--- config.mk ---
export PLATFORM = sky130hd
export DESIGN_NAME = tank_mode_sequencer_flat
export DESIGN_NICKNAME = d
export VERILOG_FILES = /design/src/rtl/tank_mode_sequencer_if.sv /design/src/rtl/tank_mode_sequencer.sv /design/src/flat_wrapper.sv
export SDC_FILE = /design/constraint.sdc
export NUM_CORES = 1
export LEC_CHECK = 0
export ABC_AREA = 1
export CORE_AREA = 2 2 61 63
export DETAILED_ROUTE_END_ITERATION = 12
export DIE_AREA = 0 0 63 65
export PLACE_DENSITY = 0.83
export SLEW_MARGIN = 20
export SYNTH_ARGS = -nofsm -noshare
export SYNTH_HDL_FRONTEND = slang
export SYNTH_SLANG_ARGS = --single-unit
export TNS_END_PERCENT = 50
--- constraint.sdc ---
create_clock -name CLK -period 3.7 [get_ports CLK]
set_input_delay 0.74 -clock CLK [delete_from_list [all_inputs] [get_ports CLK]]
set_output_delay 0.74 -clock CLK [all_outputs]
set_load 0.01 [all_outputs]
--- src/rtl/tank_mode_sequencer_if.sv ---
// Bundle between the tank mode sequencer and its neighbours: control and sensor inputs, mux-select outputs.
// No latency of its own; carries plain wires only.
// No backpressure: every signal is a level sampled on each CLK edge.  TANK_SEQ_FAULT_CODE_EN adds fault_code.
interface tank_mode_sequencer_if;
  logic       enable;
  logic       advance;
  logic       clear_err;
  logic [7:0] Q_tank_cleanliness;
  logic [7:0] Q_tank_temperature;
  logic [7:0] Q_tank_food_storage;
  logic [7:0] Q_tank_saltiness;
  logic [4:0] select;
  logic [7:0] scan_count;
  logic       err_flag;
`ifdef TANK_SEQ_FAULT_CODE_EN
  logic [3:0] fault_code;
`endif

  // Controller / stimulus side
  modport master (
    output enable, advance, clear_err,
    output Q_tank_cleanliness, Q_tank_temperature, Q_tank_food_storage, Q_tank_saltiness,
    input  select, scan_count, err_flag
`ifdef TANK_SEQ_FAULT_CODE_EN
    , input fault_code
`endif
  );

  // Sequencer side
  modport slave (
    input  enable, advance, clear_err,
    input  Q_tank_cleanliness, Q_tank_temperature, Q_tank_food_storage, Q_tank_saltiness,
    output select, scan_count, err_flag
`ifdef TANK_SEQ_FAULT_CODE_EN
    , output fault_code
`endif
  );
endinterface

--- src/rtl/tank_mode_sequencer.sv ---
// Cycles the aquarium display mux through its modes and forces error mode on a persistent out-of-range reading.
// Outputs are registered: select/err_flag/scan_count change on the same edge as the internal state.
// No backpressure; manual steps come from rising edges of advance.  Optional TANK_SEQ_FAULT_CODE_EN adds fault_code.
module tank_mode_sequencer #(
  parameter int unsigned DWELL       = 16,
  parameter int unsigned ERR_PERSIST = 3,
  parameter logic [7:0]  CLEAN_MIN   = 8'd32,
  parameter logic [7:0]  TEMP_MIN    = 8'd20,
  parameter logic [7:0]  TEMP_MAX    = 8'd30,
  parameter logic [7:0]  FOOD_MIN    = 8'd8,
  parameter logic [7:0]  SALT_MIN    = 8'd10,
  parameter logic [7:0]  SALT_MAX    = 8'd40
) (
  input logic                  CLK,
  input logic                  reset,
  tank_mode_sequencer_if.slave bus
);

  localparam logic [2:0] S_IDLE  = 3'd0;
  localparam logic [2:0] S_COUNT = 3'd1;
  localparam logic [2:0] S_CLEAN = 3'd2;
  localparam logic [2:0] S_TEMP  = 3'd3;
  localparam logic [2:0] S_FOOD  = 3'd4;
  localparam logic [2:0] S_SALT  = 3'd5;
  localparam logic [2:0] S_ERROR = 3'd6;

  localparam logic [7:0] DWELL_LAST  = 8'(DWELL - 1);
  localparam logic [3:0] PERSIST_LIM = 4'(ERR_PERSIST);

  logic [2:0] state_q, state_d;
  logic [7:0] dwell_q, dwell_d;
  logic [3:0] persist_q, persist_d;
  logic [7:0] scan_q, scan_d;
  logic       adv_q;
  logic [4:0] select_q;
  logic       err_q;
`ifdef TANK_SEQ_FAULT_CODE_EN
  logic [3:0] fault_q, fault_d;
`endif

  logic [3:0] viol;
  logic       any_viol;
  logic       scanning;
  logic       adv_edge;
  logic [3:0] persist_inc;
  logic       err_hit;

  // Mux select code shown for each state
  function automatic logic [4:0] sel_code(input logic [2:0] s);
    case (s)
      S_COUNT: sel_code = 5'b00001;
      S_CLEAN: sel_code = 5'b00010;
      S_TEMP:  sel_code = 5'b00100;
      S_FOOD:  sel_code = 5'b01000;
      S_SALT:  sel_code = 5'b10000;
      S_ERROR: sel_code = 5'b11111;
      default: sel_code = 5'b00000;
    endcase
  endfunction

  // Per-sensor limit violations; values equal to a limit are in range
  assign viol[0] = bus.Q_tank_cleanliness < CLEAN_MIN;
  assign viol[1] = (bus.Q_tank_temperature < TEMP_MIN) || (bus.Q_tank_temperature > TEMP_MAX);
  assign viol[2] = bus.Q_tank_food_storage < FOOD_MIN;
  assign viol[3] = (bus.Q_tank_saltiness < SALT_MIN) || (bus.Q_tank_saltiness > SALT_MAX);
  assign any_viol = |viol;

  assign scanning    = (state_q != S_IDLE) && (state_q != S_ERROR);
  assign adv_edge    = bus.advance & ~adv_q;
  assign persist_inc = persist_q + 4'd1;
  // Range check only runs while actively scanning with enable high
  assign err_hit     = bus.enable && scanning && any_viol && (persist_inc == PERSIST_LIM);

  // Next-state logic: error entry beats enable low, which beats dwell/manual advance
  always_comb begin
    state_d   = state_q;
    dwell_d   = dwell_q;
    persist_d = persist_q;
    scan_d    = scan_q;
`ifdef TANK_SEQ_FAULT_CODE_EN
    fault_d   = fault_q;
`endif
    case (state_q)
      S_IDLE: begin
        dwell_d   = 8'd0;
        persist_d = 4'd0;
        if (bus.enable) state_d = S_COUNT;
      end
      S_ERROR: begin
        persist_d = 4'd0;
        if (bus.clear_err && !any_viol) begin
          state_d = S_IDLE;
          dwell_d = 8'd0;
`ifdef TANK_SEQ_FAULT_CODE_EN
          fault_d = 4'd0;
`endif
        end
      end
      S_COUNT, S_CLEAN, S_TEMP, S_FOOD, S_SALT: begin
        if (err_hit) begin
          state_d   = S_ERROR;
          dwell_d   = 8'd0;
          persist_d = 4'd0;
`ifdef TANK_SEQ_FAULT_CODE_EN
          fault_d   = viol;
`endif
        end else if (!bus.enable) begin
          state_d   = S_IDLE;
          dwell_d   = 8'd0;
          persist_d = 4'd0;
        end else begin
          persist_d = any_viol ? persist_inc : 4'd0;
          if ((dwell_q == DWELL_LAST) || adv_edge) begin
            dwell_d = 8'd0;
            if (state_q == S_SALT) begin
              state_d = S_COUNT;
              if (scan_q != 8'hFF) scan_d = scan_q + 8'd1;
            end else begin
              state_d = state_q + 3'd1;
            end
          end else begin
            dwell_d = dwell_q + 8'd1;
          end
        end
      end
      default: begin
        state_d   = S_IDLE;
        dwell_d   = 8'd0;
        persist_d = 4'd0;
      end
    endcase
  end

  // State, counters and registered outputs all update together on CLK
  always_ff @(posedge CLK) begin
    if (reset) begin
      state_q   <= S_IDLE;
      dwell_q   <= 8'd0;
      persist_q <= 4'd0;
      scan_q    <= 8'd0;
      adv_q     <= 1'b0;
      select_q  <= 5'b00000;
      err_q     <= 1'b0;
`ifdef TANK_SEQ_FAULT_CODE_EN
      fault_q   <= 4'd0;
`endif
    end else begin
      state_q   <= state_d;
      dwell_q   <= dwell_d;
      persist_q <= persist_d;
      scan_q    <= scan_d;
      adv_q     <= bus.advance;
      select_q  <= sel_code(state_d);
      err_q     <= (state_d == S_ERROR);
`ifdef TANK_SEQ_FAULT_CODE_EN
      fault_q   <= fault_d;
`endif
    end
  end

  assign bus.select     = select_q;
  assign bus.scan_count = scan_q;
  assign bus.err_flag   = err_q;
`ifdef TANK_SEQ_FAULT_CODE_EN
  assign bus.fault_code = fault_q;
`endif

endmodule

--- src/flat_wrapper.sv ---
// flat-port wrapper written by rule: the top's interface ports become plain ports
module tank_mode_sequencer_flat 
#(
  parameter int unsigned DWELL       = 16,
  parameter int unsigned ERR_PERSIST = 3,
  parameter logic [7:0]  CLEAN_MIN   = 8'd32,
  parameter logic [7:0]  TEMP_MIN    = 8'd20,
  parameter logic [7:0]  TEMP_MAX    = 8'd30,
  parameter logic [7:0]  FOOD_MIN    = 8'd8,
  parameter logic [7:0]  SALT_MIN    = 8'd10,
  parameter logic [7:0]  SALT_MAX    = 8'd40
)
  (CLK, reset, bus_enable, bus_advance, bus_clear_err, bus_Q_tank_cleanliness, bus_Q_tank_temperature, bus_Q_tank_food_storage, bus_Q_tank_saltiness, bus_select, bus_scan_count, bus_err_flag);
  tank_mode_sequencer_if bus_i ();
  input logic CLK;
  input logic reset;
  input wire logic [$bits(bus_i.enable)-1:0] bus_enable;
  input wire logic [$bits(bus_i.advance)-1:0] bus_advance;
  input wire logic [$bits(bus_i.clear_err)-1:0] bus_clear_err;
  input wire logic [$bits(bus_i.Q_tank_cleanliness)-1:0] bus_Q_tank_cleanliness;
  input wire logic [$bits(bus_i.Q_tank_temperature)-1:0] bus_Q_tank_temperature;
  input wire logic [$bits(bus_i.Q_tank_food_storage)-1:0] bus_Q_tank_food_storage;
  input wire logic [$bits(bus_i.Q_tank_saltiness)-1:0] bus_Q_tank_saltiness;
  output wire logic [$bits(bus_i.select)-1:0] bus_select;
  output wire logic [$bits(bus_i.scan_count)-1:0] bus_scan_count;
  output wire logic [$bits(bus_i.err_flag)-1:0] bus_err_flag;
  assign bus_i.enable = bus_enable;
  assign bus_i.advance = bus_advance;
  assign bus_i.clear_err = bus_clear_err;
  assign bus_i.Q_tank_cleanliness = bus_Q_tank_cleanliness;
  assign bus_i.Q_tank_temperature = bus_Q_tank_temperature;
  assign bus_i.Q_tank_food_storage = bus_Q_tank_food_storage;
  assign bus_i.Q_tank_saltiness = bus_Q_tank_saltiness;
  assign bus_select = bus_i.select;
  assign bus_scan_count = bus_i.scan_count;
  assign bus_err_flag = bus_i.err_flag;
  tank_mode_sequencer #(.DWELL(DWELL), .ERR_PERSIST(ERR_PERSIST), .CLEAN_MIN(CLEAN_MIN), .TEMP_MIN(TEMP_MIN), .TEMP_MAX(TEMP_MAX), .FOOD_MIN(FOOD_MIN), .SALT_MIN(SALT_MIN), .SALT_MAX(SALT_MAX)) u_core (.CLK(CLK), .reset(reset), .bus(bus_i));
endmodule
Word-level counts from Yosys, hierarchy flattened
Cells that the tools add are included.

Flip-flop bits (word level): 30. Input port bits: 37. Word-level logic and storage cells: 68.

$add $sub $neg: 4. Magnitude comparators: 6. Equal/unequal tests: 17. Multiplexer cells: 13. Bitwise logic cells: 6. Reduce and logical (&&, ||, !) cells: 15.

Operators with widths (count): $mux 8 (4); $pmux 5 s6 (1); $eq 3x3->1 const B (6); $mux 3 (6); $add 8x1->8 const B (2); $lt 8x4->1 const B (2); $pmux 8 s2 (1); $eq 3x2->1 const B (4); $reduce_or 5->1 (2); $pmux 3 s3 (1); $eq 8x4->1 const B (1); $gt 8x5->1 const B (1); $gt 8x6->1 const B (1); $lt 8x5->1 const B (1); $lt 8x6->1 const B (1); $ne 8x8->1 const B (1); $eq 3x1->1 const B (2); $reduce_and 6->1 (1); $logic_and 1x1->1 (5); $not 1->1 (5); $add 4x1->4 const B (1); $eq 4x2->1 const B (1); $reduce_or 4->1 (1); $add 3x1->3 const B (1); 7 further kinds (9).

Depth between registers and ports, before layout
Gate-level depths: netlist of the first run.

Depth after elaboration: 9. Depth in mapped cells: 13.

Least setup slack after synthesis of the first run
No wires, ideal clock.

Path kind: input-to-reg. Start point: input bus_Q_tank_saltiness[2]. End point: register u_core.scan_q[5] (netlist: u_core.bus.scan_count[5]). Arrival: 1751 ps. Data required time: 3630 ps. Path slack: 1879 ps. Stages on the path: 8. Buffers on the path: 1. Cell sequence: nor2_1 > nor2_1 > o21ai_0 > nand3_2 > a21oi_4 > buf_6 > nand3_1 > a21oi_1.

Word-level cells in the longest chain between the ends: 7. Elaborated cells on any way between the ends: 8. Classes of those cells: order compare: 2; bitwise: 1; reduce/logical: 5.

Ends and longest elaborated chain: from (decl) (RTL line flat_wrapper.sv:23) `input wire logic [$bits(bus_i.Q_tank_saltiness)-1:0] bus_Q_tank_saltiness;`; $lt 8x4->1 / $gt 8x6->1 (equally long branches) (RTL line tank_mode_sequencer.sv:65) `assign viol[3] = (bus.Q_tank_saltiness < SALT_MIN) || (bus.Q_tank_saltiness > SALT_MAX);`; $logic_or 1x1->1 (*) (RTL line tank_mode_sequencer.sv:65); $reduce_or 4->1 (*) (RTL line tank_mode_sequencer.sv:66) `assign any_viol = |viol;`; $logic_and 1x1->1 (*) (2 in a row) (RTL line tank_mode_sequencer.sv:72) `assign err_hit = bus.enable && scanning && any_viol && (persist_inc == PERSIST_LIM);`; $not 1->1 (no line) (*); $reduce_and 6->1 (no line) (*); to (signal assigned) (RTL line tank_mode_sequencer.sv:151) `scan_q <= scan_d;`; to (decl) (RTL line tank_mode_sequencer.sv:33) `logic [7:0] scan_q, scan_d;`.

Every way passes the cells marked *; elsewhere a longest branch is shown, timed or not. A chain may end at the register's enable or synchronous reset.

Worst setup path in the final report of the first run
Start point: input bus_Q_tank_saltiness[3]. End point: register u_core.scan_q[0] (netlist: u_core.bus.scan_count[0]).

The elaborated chain is that of the path after synthesis.

==> results by group, run 1 <==
STA
  • Least-Margin Pin Slew: 704 ps
  • Worst hold slack: 486 ps
  • # setup viols final: 0
  • Max Fclk: 423 MHz
  • Tmin final: 2360 ps
  • Fin. Hold Viols: 0
  • Worst setup margin: 1340 ps
  • Final TNS setup: 0 ps
  • Fin crit share: 63.9%
  • Unrepaired setup endpoints after global routing: false
  • Max-slew violations: 0
  • Slew margin rel.: 52.9%
  • Setup Skew: 6.55 ps

CTS
  • Clock Tree Buf Depth: 2
  • Setup bufs post-CTS: 0
  • Post-CTS resize count: 0
  • Clk_lat worst skew: 330 ps
  • CTS tree: yes
  • Root buffer cell: clkbuf_4
  • Total clock sinks: 30
  • Clock Pin Slew Worst Setup and Hold Paths: 80 ps
  • Max H-tree Level: 2
  • TritonCTS Buffers: 5
  • Hold_buf cts: 0

Synthesis
  • Post-synth net total: 280
  • Seq/Total Area, Yosys: 35.8%
  • Synth warn: 0
  • Post-synth cell types: 26
  • Synth top area share: 35.8%
  • Mapped Cells: 239
  • Dominant cells by area after synthesis: dfxtp_1 (36%), nand2_1 (12%), nand3_1 (9.5%)
  • Syn Std Cell Area: 0.00168 mm²
  • Synthesized area per cell: 7.02 µm²
  • Post-synthesis register bit count: 30
  • Cell taking the most area after synthesis: dfxtp_1

Power and ir drop
  • LEAKAGE: 0.918 nW
  • Final Power: 0.000609 W
  • IR drop worst, VDD: 0.172 mV
  • PwrDens: 280 mW/mm²

Routing
  • M1 wire length: 1590 µm
  • DR vias: 1,629
  • Top sig layer: met4
  • Pre-antenna DRT Iters: 5
  • Residual DRC: 0
  • Met2 routed WL: 1770 µm
  • Routed length on met3: 173 µm
  • Total wire length: 3590 µm
  • Post-DRT Antenna Nets: 0
  • Initial DRC Count: 85
  • Routed length per instance: 10.8 µm
  • Vias per cell: 4.89

Run status
  • Outcome: completed

Placement
  • Worst slack, placed: 972 ps
  • HPWL after detailed placement: 2740 µm
  • Port-buffer cells: 42
  • Final Wtd Congestion: 0.862

Final layout
  • Share of post-route cells with drive strength above 1: 7.72%
  • Antenna fix cells: 0
  • Layout area overhead: 29.6%
  • Most frequent cells in the layout: nand2_1 (53), clkdlybuf4s50_1 (42), nand3_1 (32)
  • Nets: 325
  • Most common cell after layout, fill and taps aside: nand2_1

Critical path
  • Worst EP required: 3880 ps
  • CP delay by family, top: simple AND/OR/NAND/NOR gates
  • Arrival @ worst endpoint: 2540 ps
  • Max stage delay on crit path: 480 ps
  • Crit path top cell by count: nor2_1
  • Kind of critical path: primary input to flop
  • Worst Setup End Kind: flop
  • Worst Path Buf+Inv: 2
  • CP startpoint kind: primary input
  • CP max FO: 17
  • Crit path max-delay cell type: clkdlybuf4s50_1
  • CP cell instances: clkdlybuf4s50_1 > inv_1 > nor2_1 > nor2_1 > nor2_1 > nand3_2 > a21oi_4 > nand2_2 > nand2_1 > a21oi_1

Global route
  • Initial antenna violation count: 0
  • First-pass GRT wire length: 6220 µm
  • Vias in the first global route: 1,499
  • Largest net degree at the start of global routing: 20
  • Global route overflow: 0
  • GRT Total Usage: 18.8%

Floorplanning
  • Initial Util: 48.0%
  • Die X: 63 µm
  • Row Count: 22
  • Core Area: 0.00350 mm²
  • Top Ports: 51
  • Die H: 65 µm
  • Die area: 0.00410 mm²

Hold path
  • Min-Delay Path Class: flop to flop

Run
  • Max-cap check violation count: 0
[registers in the layout, summed over array words and instances (netlist names)]
| register | flops |
|---|---|
| u_core.bus.err_flag | 1 |
| u_core.state_q | 3 |
| u_core.adv_q | 1 |
| u_core.bus.select | 5 |
| u_core.persist_q | 4 |
| u_core.bus.scan_count | 8 |
| u_core.dwell_q | 8 |
[final timing paths]
| kind | depth (start not counted) | endpoint | slack, ps | from |
|---|---|---|---|---|
| hold reg to reg | 1 | u_core.persist_q[0] | 490 | u_core.persist_q[0] |
| hold / removal | 1 | u_core.persist_q[0] | 490 | u_core.persist_q[0] |
| setup reg to reg | 8 | u_core.bus.scan_count[0] | 1870 | u_core.persist_q[0] |
| setup / recovery | 10 | u_core.bus.scan_count[0] | 1340 | bus_Q_tank_saltiness[3] |
[metrics by stage]
step / cells / utilization (%) / instance area (µm²)
after floorplan: 239 / - / 1680
after global placement: 325 / 60.5 / 2110
after detailed placement: 325 / 60.5 / 2110
after CTS: 333 / 62.2 / 2170
after global routing: 333 / 62.2 / 2170
final: 333 / 62.2 / 2170
[cell families after synthesis]
kind of cell,Yosys count,synth area share [%]
AND/OR/NAND/NOR,132,35.3
buffers and inverters,32,8.87
flip-flops,30,35.8
AO/OA/AOI/OAI,28,10.3
XOR/XNOR,13,6.79
adder cells (fa/ha/maj),4,2.98
[where the power goes]
part | leakage (nW) | internal, W | switching, W
Clock | 0.0353 | 0.0000919 | 0.000109
Sequential | 0.242 | 0.000326 | 0.00000298
Combinational | 0.640 | 0.0000413 | 0.0000364
[layer usage]
layer / vias to the layer above / GRT usage, %
met5: - / 0
met4: 0 / 3.89
met3: 7 / 5.73
met2: 41 / 34.3
met1: 720 / 21.5
li1: 861 / -
[area by class of cell]
class                      instances  area (µm²)
tap                               48        60.1
inverter                          28         105
multi-input combinational        177         928
fill                             342        1320
clock inverter                     1        5.00
timing repair buffer              42         420
sequential                        30         601
clock buffer                       7        55.1
[synthesized netlist by cell type]
library cell  count
nand2_1          53
nand3_1          32
dfxtp_1          30
nor2_1           29
inv_1            26
a21oi_1          18
xnor2_1           9
nand4_1           5
o21ai_0           5
ha_1              4
xor2_1            4
nor2_2            3
a21oi_4           2
buf_6             2
inv_2             2
nand3_2           2
nand3b_1          2
nor3_1            2
or2_2             2
a21oi_2           1
buf_4             1
clkbuf_8          1
nand2_2           1
nor3_2            1
o21ai_2           1
o21bai_1          1
No activity file was read; power rests on OpenSTA's default activity.
==> inputs of run 2 (changes only) <==
--- a/config.mk
+++ b/config.mk
@@ -6,10 +6,10 @@
 export NUM_CORES = 1
 export LEC_CHECK = 0
 export ABC_AREA = 1
-export CORE_AREA = 2 2 61 63
+export CORE_AREA = 2 2 67 69
 export DETAILED_ROUTE_END_ITERATION = 12
-export DIE_AREA = 0 0 63 65
-export PLACE_DENSITY = 0.83
+export DIE_AREA = 0 0 69 71
+export PLACE_DENSITY = 0.73
 export SLEW_MARGIN = 20
 export SYNTH_ARGS = -nofsm -noshare
 export SYNTH_HDL_FRONTEND = slang
==> constraint.sdc (replaced) <==
create_clock -name CLK -period 2.1 [get_ports CLK]
set_input_delay 0.42 -clock CLK [delete_from_list [all_inputs] [get_ports CLK]]
set_output_delay 0.42 -clock CLK [all_outputs]
set_load 0.01 [all_outputs]
==> results by group, run 2 (same netlist as run 1, synthesis figures left out) <==
Global route
  • GR peak layer: met2
  • Initial antenna violation count: 0 (unchanged)
  • GR Layer Usage met3: 3.56% (-2.2 points)
  • Met1 Use GR: 19.2% (-2.3 points)
  • GRT Total Usage: 16.0% (-2.8 points)
  • First-pass GRT wire length: 6410 µm (+3.0%)
  • Met2 Resource Use GR: 27.2% (-7.1 points)
  • Global route overflow: 0 (unchanged)
  • Vias in the first global route: 1,548 (+3.3%)
  • Largest net degree at the start of global routing: 16 (-20%)

STA
  • Max-slew violations: 0 (unchanged)
  • # setup viols final: 0 (unchanged)
  • Slew margin rel.: 79.0% (+26 points)
  • Fin. Hold Viols: 0 (unchanged)
  • Unrepaired setup endpoints after global routing: false
  • Setup Skew: 5.01 ps (-1.54 ps)
  • Final TNS setup: 0 ps (unchanged)
  • Tmin final: 1840 ps
  • Max Fclk: 543 MHz
  • Least-Margin Pin Slew: 311 ps (-393 ps)
  • Worst hold slack: 472 ps (-13.5 ps)
  • Fin crit share: 87.7%

Run
  • Max-cap check violation count: 0 (unchanged)

Critical path
  • R2R setup slack: 380 ps (-1490 ps)
  • Crit path top cell by count: nor2_1
  • Worst Setup End Kind: flop
  • CP delay by family, top: buffers and inverters
  • CP cell instances: clkdlybuf4s50_1 > inv_1 > nor2_1 > nor2_1 > nor2_1 > nand3_2 > o21bai_1 > inv_1 > nand2_1 > a21oi_1
  • Worst EP required: 2280 ps (-1600 ps)
  • CP startpoint kind: primary input
  • Kind of critical path: primary input to flop
  • Max stage delay on crit path: 470 ps (about the same)
  • Crit path max-delay cell type: clkdlybuf4s50_1
  • R2R depth: 10 (+2)
  • CP max FO: 8 (-9)
  • R2R Path End: u_core.bus.select[2]
  • Arrival @ worst endpoint: 2020 ps (-520 ps)
  • Worst Path Buf+Inv: 3 (+1)
  • FF-to-FF Start: u_core.persist_q[0]

Floorplanning
  • Core Area: 0.00420 mm² (+20%)
  • Row Count: 24 (+9.1%)
  • Initial Util: 39.9% (-8.1 points)
  • Top Ports: 51 (unchanged)
  • Die H: 71 µm (+9.2%)
  • Die X: 69 µm (+9.5%)
  • Die area: 0.00490 mm² (+20%)

CTS
  • Post-CTS resize count: 0 (unchanged)
  • CTS tree: yes
  • Total clock sinks: 30 (unchanged)
  • Clk_lat worst skew: 290 ps (-40 ps)
  • Hold_buf cts: 0 (unchanged)
  • Max H-tree Level: 2 (unchanged)
  • Setup bufs post-CTS: 0 (unchanged)
  • TritonCTS Buffers: 5 (unchanged)
  • Clock Pin Slew Worst Setup and Hold Paths: 60 ps (-20 ps)
  • Clock Tree Buf Depth: 2 (unchanged)
  • Root buffer cell: clkbuf_8

Final layout
  • Most common cell after layout, fill and taps aside: nand2_1
  • Cell area after layout: 0.00227 mm² (+4.3%)
  • Fin util: 54.0% (-8.2 points)
  • Antenna fix cells: 0 (unchanged)
  • Fillers: 430 (+26%)
  • Most frequent cells in the layout: nand2_1 (53), clkdlybuf4s50_1 (42), nand3_1 (32)
  • Share of post-route cells with drive strength above 1: 9.62% (+1.9 points)
  • Nets: 331 (+1.8%)
  • Layout area overhead: 35.2%

Routing
  • Vias per cell: 4.76 (-2.7%)
  • DR vias: 1,633 (+0.25%)
  • Initial DRC Count: 121 (+42%)
  • Residual DRC: 0 (unchanged)
  • Post-DRT Antenna Nets: 0 (unchanged)
  • Total wire length: 3640 µm (+1.4%)
  • Pre-antenna DRT Iters: 4 (-1)
  • Routed length per instance: 10.6 µm (-1.5%)

Power and ir drop
  • LEAKAGE: 0.964 nW (+5.0%)
  • Final Power: 0.00121 W (+99%)
  • PwrDens: 533 mW/mm² (+91%)
  • IR drop worst, VDD: 0.412 mV (+140%)

Placement
  • Port-buffer cells: 42 (unchanged)
  • HPWL after detailed placement: 2770 µm (+0.96%)
  • Final Wtd Congestion: 0.877 (+1.7%)
  • DP Area: 0.00218 mm² (+3.0%)

Hold path
  • Min-Delay Path Class: flop to flop
  • Hold EP: u_core.persist_q[0]
  • Worst hold stages: 1 (unchanged)
  • Hold Crit Start: u_core.persist_q[0]

Run status
  • Outcome: completed
## run 2: worst max path at each step
stage,start,end,cells after the start
floorplan,u_core.persist_q[0],u_core.bus.select[2],10
global placement,bus_Q_tank_saltiness[3],u_core.dwell_q[7],10
detailed placement,bus_Q_tank_saltiness[3],u_core.dwell_q[5],10
CTS,bus_Q_tank_saltiness[3],u_core.dwell_q[5],10
global route,bus_Q_tank_saltiness[3],u_core.dwell_q[4],10
finish,bus_Q_tank_saltiness[3],u_core.dwell_q[2],10
## run 2: routing by layer
| layer | up-vias | routed length [µm] | share of wire, % |
|---|---|---|---|
| met2 | 34 | 1770 | 49 |
| li1 | 872 | - | - |
| met5 | - | 0 | 0 |
| met4 | 0 | 75 | 2.1 |
| met3 | 7 | 167 | 4.6 |
| met1 | 720 | 1620 | 45 |
## run 2: power breakdown
group	switching [W]	internal (W)	leakage, nW
clock network	0.000217	0.000264	0.0482
logic	0.0000667	0.0000816	0.673
registers	0.00000493	0.000576	0.242
## run 2: layout make-up
type                    instances  area, µm²  area share [%]
inverters                      28        105            4.63
well taps                      52       65.1            2.87
clock buffers                   7       86.3            3.81
flip-flops and latches         30        601            26.5
multi-input cells             177        928            40.9
clock inverters                 1       5.00           0.221
repair buffers                 48        478            21.1
## run 2: worst register-to-register path, stage by stage (launching register included)
cell     delay (ps)
dfxtp_1         340
ha_1            210
xnor2_1         210
nand3_1         120
nor2_2          170
nand2_1         140
nand2_1          80
nand2_1          50
nand2_1         120
nand2_1         110
a21oi_2         100
## run 2: metrics by stage
step | worst slack, ps | cells
6_report | 259 | 343
5_1_grt | 136 | 343
4_1_cts | 233 | 343
3_5_place_dp | -70.2 | 335
3_3_place_gp | -27.2 | 335
2_1_floorplan | 582 | 239
==> inputs of run 3 (changes only) <==
--- a/config.mk
+++ b/config.mk
@@ -5,11 +5,10 @@
 export SDC_FILE = /design/constraint.sdc
 export NUM_CORES = 1
 export LEC_CHECK = 0
-export ABC_AREA = 1
-export CORE_AREA = 2 2 67 69
+export CORE_AREA = 2 2 65 67
 export DETAILED_ROUTE_END_ITERATION = 12
-export DIE_AREA = 0 0 69 71
-export PLACE_DENSITY = 0.73
+export DIE_AREA = 0 0 67 69
+export PLACE_DENSITY = 0.74
 export SLEW_MARGIN = 20
 export SYNTH_ARGS = -nofsm -noshare
 export SYNTH_HDL_FRONTEND = slang
==> results by group, run 3 <==
Final layout
  • Share of post-route cells with drive strength above 1: 26.1% (+17 points)
  • Nets: 281 (-15%)
  • Most common cell after layout, fill and taps aside: dfxtp_1
  • Antenna fix cells: 0 (unchanged)
  • Fin util: 61.6% (+7.6 points)
  • Layout area overhead: 54.7%
  • Most frequent cells in the layout: dfxtp_1 (29), buf_4 (25), clkdlybuf4s50_1 (24)
  • Finished Layout Cells: 291 (-15%)

STA
  • Worst setup margin: 3.12 ps (-256 ps)
  • Setup Skew: 8.05 ps (+3.04 ps)
  • Fin. Hold Viols: 0 (unchanged)
  • # setup viols final: 0 (unchanged)
  • Max-slew violations: 0 (unchanged)
  • Unrepaired setup endpoints after global routing: true
  • Least-Margin Pin Slew: 470 ps (+159 ps)
  • Slew margin rel.: 68.5% (-11 points)
  • Max Fclk: 477 MHz (-12%)
  • Final TNS setup: 0 ps (unchanged)
  • Fin crit share: 99.9% (+12 points)
  • Tmin final: 2100 ps (+256 ps)

Synthesis
  • Top post-synthesis cells by count: dfxtp_1 (30), nor2_1 (24), a21oi_1 (10)
  • Synth warn: 0 (unchanged)
  • Most common cell in the netlist: dfxtp_1
  • Syn Std Cell Area: 0.00156 mm² (-7.2%)
  • Post-synth net total: 208 (-26%)
  • Main flop type after synthesis: dfxtp_1
  • Number of flops mapped to enable cells by yosys: 0 (unchanged)
  • Dominant cells by area after synthesis: dfxtp_1 (39%), nor2_1 (5.8%), a21oi_1 (3.2%)
  • Post-synthesis register bit count: 30 (unchanged)
  • Synth top area share: 38.6% (+2.8 points)
  • Mapped Cells: 167 (-30%)
  • Post-synth cell types: 51 (+96%)
  • Synthesized area per cell: 9.33 µm² (+33%)
  • Async set or reset register ratio after synthesis: 0% (unchanged)
  • Cell taking the most area after synthesis: dfxtp_1
  • Seq/Total Area, Yosys: 38.6% (+2.8 points)

CTS
  • Total clock sinks: 30 (unchanged)
  • Clock Pin Slew Worst Setup and Hold Paths: 60 ps (about the same)
  • Hold_buf cts: 0 (unchanged)
  • Max H-tree Level: 2 (unchanged)
  • Root buffer cell: clkbuf_8
  • Clk_lat worst skew: 290 ps (about the same)
  • CTS tree: yes
  • TritonCTS Buffers: 5 (unchanged)
  • Clock Tree Buf Depth: 2 (unchanged)

Placement
  • Final Wtd Congestion: 0.809 (-7.7%)
  • HPWL after detailed placement: 2610 µm (-5.7%)
  • Port-buffer cells: 42 (unchanged)
  • Placed insts: 272 (-19%)
  • Worst slack, placed: -867 ps (-797 ps)

Routing
  • Post-DRT Antenna Nets: 0 (unchanged)
  • Pre-antenna DRT Iters: 4 (unchanged)
  • DR vias: 1,578 (-3.4%)
  • Residual DRC: 0 (unchanged)
  • Vias per cell: 5.42 (+14%)
  • Initial DRC Count: 52 (-57%)
  • Routed length per instance: 13.5 µm (+27%)
  • Total wire length: 3930 µm (+8.0%)

Global route
  • Met1 Use GR: 20.9% (+1.7 points)
  • Vias in the first global route: 1,529 (-1.2%)
  • Initial antenna violation count: 0 (unchanged)
  • GRT Total Usage: 18.1% (+2.1 points)
  • GR peak layer: met2
  • GR Layer Usage met3: 4.89% (+1.3 points)
  • First-pass GRT wire length: 6530 µm (+1.8%)
  • Largest net degree at the start of global routing: 16 (unchanged)
  • Global route overflow: 0 (unchanged)
  • Met2 Resource Use GR: 30.6% (+3.3 points)

Critical path
  • Worst Setup End Kind: flop
  • CP startpoint kind: primary input
  • CP max FO: 6 (-2)
  • Arrival @ worst endpoint: 2300 ps (+280 ps)
  • R2R setup slack: 70 ps (-310 ps)
  • CP Launch Point: bus_Q_tank_food_storage[3]
  • R2R depth: 7 (-3)
  • FF-to-FF Start: u_core.dwell_q[1]
  • Worst EP required: 2310 ps (+30 ps)
  • R2R Path End: u_core.bus.scan_count[5]
  • Worst Setup EP: u_core.bus.select[1]
  • Kind of critical path: primary input to flop

Power and ir drop
  • LEAKAGE: 0.959 nW (-0.54%)
  • Final Power: 0.00127 W (+4.8%)
  • PwrDens: 526 mW/mm² (-1.4%)
  • IR drop worst, VDD: 0.373 mV (-9.7%)

Floorplanning
  • Top Ports: 51 (unchanged)
  • Die area: 0.00462 mm² (-5.6%)
  • Row Count: 23 (-4.2%)
  • Die X: 67 µm (-2.9%)
  • Initial Util: 39.8% (-0.11 points)
  • Die H: 69 µm (-2.8%)
  • Core Area: 0.00391 mm² (-6.9%)

Hold path
  • Min-Delay Path Class: flop to flop

Run
  • Max-cap check violation count: 0 (unchanged)

Run status
  • Outcome: completed
==> run 3: changes by cell type after synthesis, sizes merged, moves of 5 or more <==
| cell | change |
|---|---|
| a21oi | -11 |
| a31oi | +5 |
| inv | -23 |
| nand2 | -48 |
| nand3 | -25 |
| nor2 | -8 |
| xnor2 | -6 |
==> run 3: through the flow <==
stage	area (µm²)	hold slack, ps
final	2410	462
after global routing	2410	510
after CTS	2360	466
after detailed placement	2130	452
after global placement	2130	447
after floorplan	1560	430
==> run 3: cells by family after synthesis <==
| logic type | synth area share (%) |
|---|---|
| multiplexers | 1.93 |
| XOR/XNOR | 3.94 |
| adder cells (fa/ha/maj) | 3.21 |
| AO/OA/AOI/OAI | 23.3 |
| buffers and inverters | 3.61 |
| flip-flops | 38.6 |
| AND/OR/NAND/NOR | 25.5 |
==> run 3: repair_timing <==
| item | CTS | global route |
|---|---|---|
| pin swaps | 17 | 4 |
| cloned | 1 | 0 |
| setup buffers | 8 | 2 |
| endpoints found under the setup margin | 29 | 16 |
| resized for setup | 32 | 10 |
==> run 3: final cells by class <==
class | count | area (µm²)
Fill cell | 353 | 1500
Tap cell | 50 | 62.6
Sequential cell | 30 | 602
Timing Repair Buffer | 69 | 607
Multi-Input combinational cell | 129 | 1010
Inverter | 5 | 18.8
Clock buffer | 8 | 110
==> run 3: power breakdown <==
part	switching [W]	internal [W]
clock network	0.000218	0.000331
logic	0.0000594	0.0000778
registers	0.00000629	0.000575
total	0.000283	0.000984
==> run 3: worst max-delay path, stage by stage <==
cell           delay (ps)
dlygate4sd2_1         230
or4_4                 530
o32ai_4               160
nor4b_4                80
buf_4                 170
or2_4                 250
a31oi_4               230
nor3b_2               220
==> run 3: worst min path at each step <==
| stage | from | to | slack (ps) | cells after the start |
|---|---|---|---|---|
| 3_3_place_gp | u_core.persist_q[0] | u_core.persist_q[0] | 450 | 1 |
| 2_1_floorplan | u_core.persist_q[0] | u_core.persist_q[0] | 430 | 1 |
| 4_1_cts | u_core.persist_q[0] | u_core.persist_q[0] | 470 | 1 |
| 3_5_place_dp | u_core.persist_q[0] | u_core.persist_q[0] | 450 | 1 |
| 5_1_grt | u_core.persist_q[0] | u_core.persist_q[0] | 510 | 1 |
| 6_report | u_core.persist_q[0] | u_core.persist_q[0] | 460 | 1 |
==> run 3: routing by layer <==
metal | vias up | share of wire [%]
li1 | 778 | -
met1 | 744 | 42
met2 | 50 | 51
met3 | 6 | 4.7
met4 | 0 | 1.6
met5 | - | 0
